==> config.mk <==
export PLATFORM = sky130hd
export DESIGN_NAME = ps2_key_decoder
export DESIGN_NICKNAME = d
export VERILOG_FILES = /design/src/rtl/ps2_key_decoder.sv
export SDC_FILE = /design/constraint.sdc
export NUM_CORES = 1
export LEC_CHECK = 0
export ABC_CLOCK_PERIOD_IN_PS = 1820
export CAP_MARGIN = 20
export CORE_MARGIN = 2
export CORE_UTILIZATION = 50
export CTS_BUF_LIST = sky130_fd_sc_hd__clkbuf_2 sky130_fd_sc_hd__clkbuf_4 sky130_fd_sc_hd__clkbuf_8
export CTS_CLUSTER_DIAMETER = 40
export DETAILED_ROUTE_END_ITERATION = 10
export PLACE_DENSITY = 0.69
export SETUP_SLACK_MARGIN = 0.4
export SYNTH_ARGS = -nofsm -noshare
export SYNTH_HDL_FRONTEND = slang
export SYNTH_SLANG_ARGS = --single-unit
==> constraint.sdc <==
create_clock -name clk_sys -period 1.82 [get_ports clk_sys]
set_input_delay 0.273 -clock clk_sys [delete_from_list [all_inputs] [get_ports clk_sys]]
set_output_delay 0.273 -clock clk_sys [all_outputs]
set_load 0.01 [all_outputs]
==> src/rtl/ps2_key_decoder.sv <==
// rtl/ps2_key_decoder.sv - PS/2 keyboard receiver producing the 11-bit ps2_key event word (option: PS2_PARITY_CHECK_EN)
module ps2_key_decoder #(
    parameter int unsigned FILTER_LEN = 8,
    parameter int unsigned TIMEOUT    = 26000
) (
    input  logic        clk_sys,
    input  logic        reset,
    input  logic        ps2_clk,
    input  logic        ps2_data,
    output logic [10:0] ps2_key,
    output logic        frame_err
);

    localparam int unsigned FW = $clog2(FILTER_LEN + 1);
    localparam int unsigned TW = $clog2(TIMEOUT + 1);

    typedef enum logic [1:0] {
        IDLE   = 2'd0,
        DATA   = 2'd1,
        PARITY = 2'd2,
        STOP   = 2'd3
    } state_t;

    state_t          state_q, state_d;
    logic            clk_s1, clk_s2, dat_s1, dat_s2;
    logic            clk_filt;
    logic [FW-1:0]   filt_cnt;
    logic            fall;
    logic [TW-1:0]   tcnt_q;
    logic [2:0]      bitcnt_q;
    logic [7:0]      sr_q;
    logic [7:0]      byte_q;
    logic            byte_vld_q;
    logic            ext_q, rel_q;
    logic            timeout;
    logic            accept, err;
    logic            par_ok;

    // Two-flop synchronizers; idle level of both PS/2 lines is high
    always_ff @(posedge clk_sys) begin
        if (reset) begin
            clk_s1 <= 1'b1;
            clk_s2 <= 1'b1;
            dat_s1 <= 1'b1;
            dat_s2 <= 1'b1;
        end else begin
            clk_s1 <= ps2_clk;
            clk_s2 <= clk_s1;
            dat_s1 <= ps2_data;
            dat_s2 <= dat_s1;
        end
    end

    // Clock deglitch: flip only after FILTER_LEN consecutive differing samples; fall is a 1-cycle pulse
    always_ff @(posedge clk_sys) begin
        if (reset) begin
            clk_filt <= 1'b1;
            filt_cnt <= '0;
            fall     <= 1'b0;
        end else begin
            fall <= 1'b0;
            if (clk_s2 != clk_filt) begin
                if (filt_cnt == FW'(FILTER_LEN - 1)) begin
                    clk_filt <= clk_s2;
                    filt_cnt <= '0;
                    fall     <= clk_filt;
                end else begin
                    filt_cnt <= filt_cnt + 1'b1;
                end
            end else begin
                filt_cnt <= '0;
            end
        end
    end

`ifdef PS2_PARITY_CHECK_EN
    logic par_q;

    // Parity bit is captured only when it is going to be checked
    always_ff @(posedge clk_sys) begin
        if (reset)
            par_q <= 1'b0;
        else if (fall && state_q == PARITY)
            par_q <= dat_s2;
    end

    assign par_ok = ^{sr_q, par_q};
`else
    assign par_ok = 1'b1;
`endif

    // A fall in the same cycle as the limit takes priority over the timeout
    assign timeout = (state_q != IDLE) && !fall && (tcnt_q == TW'(TIMEOUT - 1));

    // Next-state and frame verdict; a timeout aborts any frame in progress
    always_comb begin
        state_d = state_q;
        accept  = 1'b0;
        err     = 1'b0;
        case (state_q)
            IDLE:   if (fall && !dat_s2) state_d = DATA;
            DATA:   if (fall && bitcnt_q == 3'd7) state_d = PARITY;
            PARITY: if (fall) state_d = STOP;
            STOP: begin
                if (fall) begin
                    state_d = IDLE;
                    if (dat_s2 && par_ok)
                        accept = 1'b1;
                    else
                        err = 1'b1;
                end
            end
            default: state_d = IDLE;
        endcase
        if (timeout) begin
            state_d = IDLE;
            err     = 1'b1;
            accept  = 1'b0;
        end
    end

    // State register, bit shifter and mid-frame timeout counter
    always_ff @(posedge clk_sys) begin
        if (reset) begin
            state_q  <= IDLE;
            tcnt_q   <= '0;
            bitcnt_q <= 3'd0;
            sr_q     <= 8'h00;
        end else begin
            state_q <= state_d;
            if (state_q == IDLE || fall || timeout)
                tcnt_q <= '0;
            else
                tcnt_q <= tcnt_q + 1'b1;
            if (fall) begin
                if (state_q == IDLE)
                    bitcnt_q <= 3'd0;
                else if (state_q == DATA) begin
                    sr_q     <= {dat_s2, sr_q[7:1]};
                    bitcnt_q <= bitcnt_q + 3'd1;
                end
            end
        end
    end

    // Prefix tracking and event word update, one cycle after an accepted stop bit
    always_ff @(posedge clk_sys) begin
        if (reset) begin
            byte_vld_q <= 1'b0;
            byte_q     <= 8'h00;
            ext_q      <= 1'b0;
            rel_q      <= 1'b0;
            ps2_key    <= 11'h000;
            frame_err  <= 1'b0;
        end else begin
            byte_vld_q <= accept;
            if (accept)
                byte_q <= sr_q;
            frame_err <= err;
            if (byte_vld_q) begin
                if (byte_q == 8'hE0)
                    ext_q <= 1'b1;
                else if (byte_q == 8'hF0)
                    rel_q <= 1'b1;
                else begin
                    ps2_key <= {~ps2_key[10], ~rel_q, ext_q, byte_q};
                    ext_q   <= 1'b0;
                    rel_q   <= 1'b0;
                end
            end
            if (err) begin
                ext_q <= 1'b0;
                rel_q <= 1'b0;
            end
        end
    end

endmodule
# Word-level counts from Yosys, hierarchy flattened
# Index checks and enable logic that the tools add are counted.
word_totals:
  output_inout_bits: 12
  mem_count: 0
  latchBits: 0
  romBits: 0
  reg_bits: 61
  ramBits: 0
op_classes:
  order_cmp: 0
  eq_ne: 14
  n_addsub: 3
  n_shift: 0
  reduce_logical: 23
  mux: 18
  div: 0
  n_mul: 0
  bitwise: 7
ops:
  columns: ["op", "n"]
  rows:
  - ["equality test 8 bit, second input constant", 2]
  - ["adder 15 x 1 -> 15 bit, second input constant", 1]
  - ["equality test 15 bit, second input constant", 1]
  - ["2-to-1 mux 1 bit", 11]
  - ["inequality test 2 bit, second input constant", 5]
  - ["2-to-1 mux 2 bit", 4]
  - ["one-hot mux 2 bit (4 select lines)", 1]
  - ["AND reduction 2 bit", 4]
  - ["NOT 1 bit", 7]
  - ["2-to-1 mux 3 bit", 2]
  - ["AND reduction 3 bit", 2]
  - ["OR reduction 2 bit", 3]
  - ["OR reduction 3 bit", 2]
  - ["adder 4 x 1 -> 4 bit, second input constant", 1]
  - ["equality test 2 bit, second input constant", 2]
  - ["equality test 4 x 3 -> 1 bit, second input constant", 1]
  - ["logical AND 1 bit", 4]
  - ["AND reduction 4 bit", 1]
  - ["nonzero test 2 bit", 2]
  - ["adder 3 x 1 -> 3 bit, second input constant", 1]
  - ["equality test 3 bit, second input constant", 1]
  - ["equality test 2 x 1 -> 1 bit, second input constant", 1]
  - ["zero test 1 bit", 2]
  - ["zero test 2 bit", 1]
  - ["other kinds (2)", 3]

# Depth between registers and ports, before layout
depth:
  ltp_word: 5
  mapped_depth: 7
  ltp_nobuf: 6

# Worst setup path after synthesis
# No wires, ideal clock.
synth_timing:
  kind: "flip-flop to flip-flop"
  startpoint: "register state_q[0]"
  endpoint: "register state_q[1]"
  required_ps: 1687
  path_slack_ps: 244
  stages_incl_launch_ff: 7
  t_arrival_ps: 1443
  period_less_slack_ps: 1576
  path_cell_list: "dfxtp_1 > inv_1 > ha_1 > o21ba_2 > a221oi_1 > mux2i_1 > nor2_1"
synth_via:
  elab_chain_cells: 4
  elab_cells_between_ends: 14
  classes_between: "eq/ne (7); mux (1); reduce/logical (6)"
synth_lines:
  columns: ["element", "line", "source"]
  rows:
  - ["start, declared", "24", "state_t state_q, state_d;"]
  - ["start signal, assigned", "130", "state_q <= state_d;"]
  - ["parallel branches: the longest is 4 deep, another holds AND reduction 4 bit", null, null]
# Several ways; the timed one is not identified.
# A chain may end at the register's enable or synchronous reset.

# Worst setup path in the final report
layout_timing:
  startpoint: "register byte_q[3]"
  endpoint: "register rel_q"
layout_via:
  elab_chain_cells: 3
  elab_cells_between_ends: 5
  classes_between: "eq/ne (2); mux (1); bitwise (1); reduce/logical (1)"
layout_lines:
  columns: ["element", "line", "source"]
  rows:
  - ["start, declared", "32", "logic [7:0] byte_q;"]
  - ["start signal, assigned", "158", "byte_q <= sr_q;"]
  - ["equality test 8 bit", "161", "if (byte_q == 8'hE0)"]
  - ["NOT 1 bit (no source line)", null, null]
  - ["AND reduction 2 bit (no source line)", null, null]
  - ["end signal, assigned", "164", "rel_q <= 1'b1;"]
  - ["end signal, assigned", "168", "rel_q <= 1'b0;"]
  - ["end signal, assigned", "173", "rel_q <= 1'b0;"]
  - ["end, declared", "34", "logic ext_q, rel_q;"]
# Several ways; a longest one is shown, not always the timed one.

==> results.ini <==
[run_status]
status=complete, no violations

[setup_path]
critical_path_class=flop to flop
endpoint=rel_q
r2r_start=byte_q[3]
critPathRequiredTime_ps=2050
crit_path_end_kind=flop
worstSetupStartpointType=flop
r2r_end=rel_q
rrSetupSlack_ps=320
cp_max_fo=5
rr_worst_depth=3
cp-startpoint=byte_q[3]
arrival_ps=1730

[cells_and_area]
seq_area_um2=1250
fillers=358
multi_input_area_um2=1370
diodes=0
area.growth.synth_to_final_pct=32.0
drive_gt1_frac=0.269
finalInstanceArea_um2=3150
num-nets-final=316

[placed_design]
placed_cell_area_um2=2610
port_buffers=15
dp_hpwl_mm=2.92
finalWeightedCongestion=0.741

[route]
viasPerCell=5.31
first_pass_iters=4
drc_errors=0
vias=1922
drtAntennaViolNets=0
wl_per_cell_um=13.5
drtIter0Drc=102
wirelength_mm=4.89

[global_routing]
gr-total-overflow=0
grt_pass1_wl_mm=8.28
grt_max_degree=27
grt_use_total=0.204
grt_pass1_vias=1944
antenna_found_initial=0

[power]
p_total_uw=2540
max-vdd-ir-drop_mv=0.528
p_leak_uw=0.00107
power_density_nw_per_um2=808

[timing]
finalSetupViolations=0
fin_skew_ps=9.28
max_slew_margin=0.708
worst_pin_slew_ps=438
rsz0062_at_grt=true
drv_slew=0
hold_viol_final=0
period_needed_ps=1500
tns_ps=0
post-route-period-util=0.825
fmax_mhz=666

[clock_tree]
ctsLongestPathBuffers=2
clk_latency_ps=350
cts_hold_buf=0
cts_buffers=9
cts_htree_levels=3
path_clk_slew_ps=70
clockRootBuffer=clkbuf_8
cts.sinks=61
cts_tree=yes

[logic_synthesis]
synth_top_flop_cell=dfxtp_1
ys_warn_count=0
ys_async_sr_fraction=0
syn_area_um2=2380
yosysSeqAreaShare=0.512
postSynthCellCount=271
avgSynthCellArea_um2=8.80
synth_nets=284
synth_seq_cells=61
synth-edff-count=0
synth_cell_types=34

[run]
maxCapViolations=0

[floorplanning]
coreArea_um2=4660
ioPinCount=16
row_count=25
die_x_um=73.1
die_h_um=73.1
start_util=0.512
die_area_um2=5340

[worst_hold_path]
hp-class=flop to flop

per-layer routing:
metal,vias to the layer above,part of all wire,wire [µm],global-route usage
met2,24,0.53,2600,0.350
met5,-,0,0,0
li1,979,-,-,-
met3,9,0.039,189,0.0787
met4,0,0.014,69,0.0947
met1,910,0.42,2030,0.220
layout make-up:
class / instances / share of cell area
inverters: 8 / 0.0103
flip-flops and latches: 61 / 0.396
clock inverters: 6 / 0.0203
repair buffers: 28 / 0.0740
well taps: 54 / 0.0215
clock buffers: 10 / 0.0417
multi-input cells: 195 / 0.436
critical path, stage by stage (launching register included):
cell and delay (ps):
dfxtp_2 320, or4_4 580, o21a_4 260, nor4_1 230
metrics by stage:
step	std cells	hold WS, ps	utilization	worst slack, ps
after global placement	333	391	0.560	241
after global routing	362	434	0.675	267
after CTS	353	415	0.640	347
after detailed placement	333	394	0.560	162
final	362	410	0.675	318
after floorplan	271	377	-	368
power by group:
part | internal, µW | switching, µW
Sequential | 1330 | 2.62
Clock | 643 | 528
Combinational | 15.4 | 21.5
kinds of logic (layout without fill, tap and decap cells):
kind of cell    after synthesis  count (layout)  synth area share
mux                           2               2           0.00839
simple gates                125             127             0.240
flops                        61              61             0.512
fa+ha+maj                     9               9            0.0472
compound gates               39              40            0.0971
xor+xnor                     17              17            0.0624
buf+inv                      18              52            0.0325
registers in the layout (all words and copies together), names as in the netlist:
register,flops
clk_filt,1
fall,1
dat_s1,1
clk_s2,1
sr_q,8
bitcnt_q,3
frame_err,1
clk_s1,1
state_q,2
rel_q,1
byte_vld_q,1
ps2_key,11
dat_s2,1
tcnt_q,15
filt_cnt,4
byte_q,8
ext_q,1
placed cells by master (no fill, tap or decap), types with 2 or more instances in the layout:
master / count
clkbuf_8: 9
and3_1: 3
nor2_1: 28
nor4_1: 3
o21a_4: 2
nor3_1: 5
a21oi_1: 21
ha_1: 2
xnor2_1: 14
nand3b_1: 3
nand3_1: 7
clkinv_2: 2
o221a_4: 2
a21oi_2: 5
clkdlybuf4s50_1: 3
nor4_2: 3
nand2_2: 3
mux2i_1: 2
inv_1: 6
clkinvlp_4: 2
ha_4: 6
dfxtp_4: 5
or2_2: 4
dlygate4sd2_1: 12
buf_4: 13
nor2_2: 2
dfxtp_2: 5
dfxtp_1: 51
xor2_1: 2
nand4_1: 3
o21ai_4: 2
nor2_4: 2
nand2_1: 50
a22oi_1: 2
cells in the mapped netlist (all sizes together), types with 2 or more instances:
cell type | instances | area [µm²]
o21ai | 3 | 15.0
clkbuf | 7 | 26.3
dfxtp | 61 | 1220
buf | 3 | 21.3
or2 | 5 | 31.3
nor3 | 5 | 25.0
o221a | 2 | 22.5
nand4 | 3 | 18.8
inv | 8 | 30.0
ha | 9 | 113
nand2 | 54 | 203
nor4 | 6 | 37.5
mux2i | 2 | 20.0
nand3b | 2 | 15.0
nor2 | 32 | 120
xor2 | 2 | 17.5
and3 | 3 | 18.8
nand3 | 7 | 35.0
a211oi | 2 | 15.0
xnor2 | 15 | 131
a22oi | 2 | 15.0
o21a | 2 | 15.0
a21oi | 26 | 130
nor4b | 2 | 17.5
what timing repair did:
item | 4_1_cts | 5_1_grt
buffers inserted | 3 | 7
gates cloned | 1 | 2
resized for setup | 50 | 22
pin swaps | 9 | 21
endpoints found under the setup margin | 42 | 43
worst min-delay path by stage:
stage | start | to | cells after the start
final | clk_s1 | clk_s2 | 1
after global routing | dat_s1 | dat_s2 | 1
after CTS | clk_s1 | clk_s2 | 1
after detailed placement | dat_s1 | dat_s2 | 1
after global placement | clk_s1 | clk_s2 | 1
after floorplan | ps2_clk | clk_s1 | 1
No activity file was read; power rests on OpenSTA's default activity.
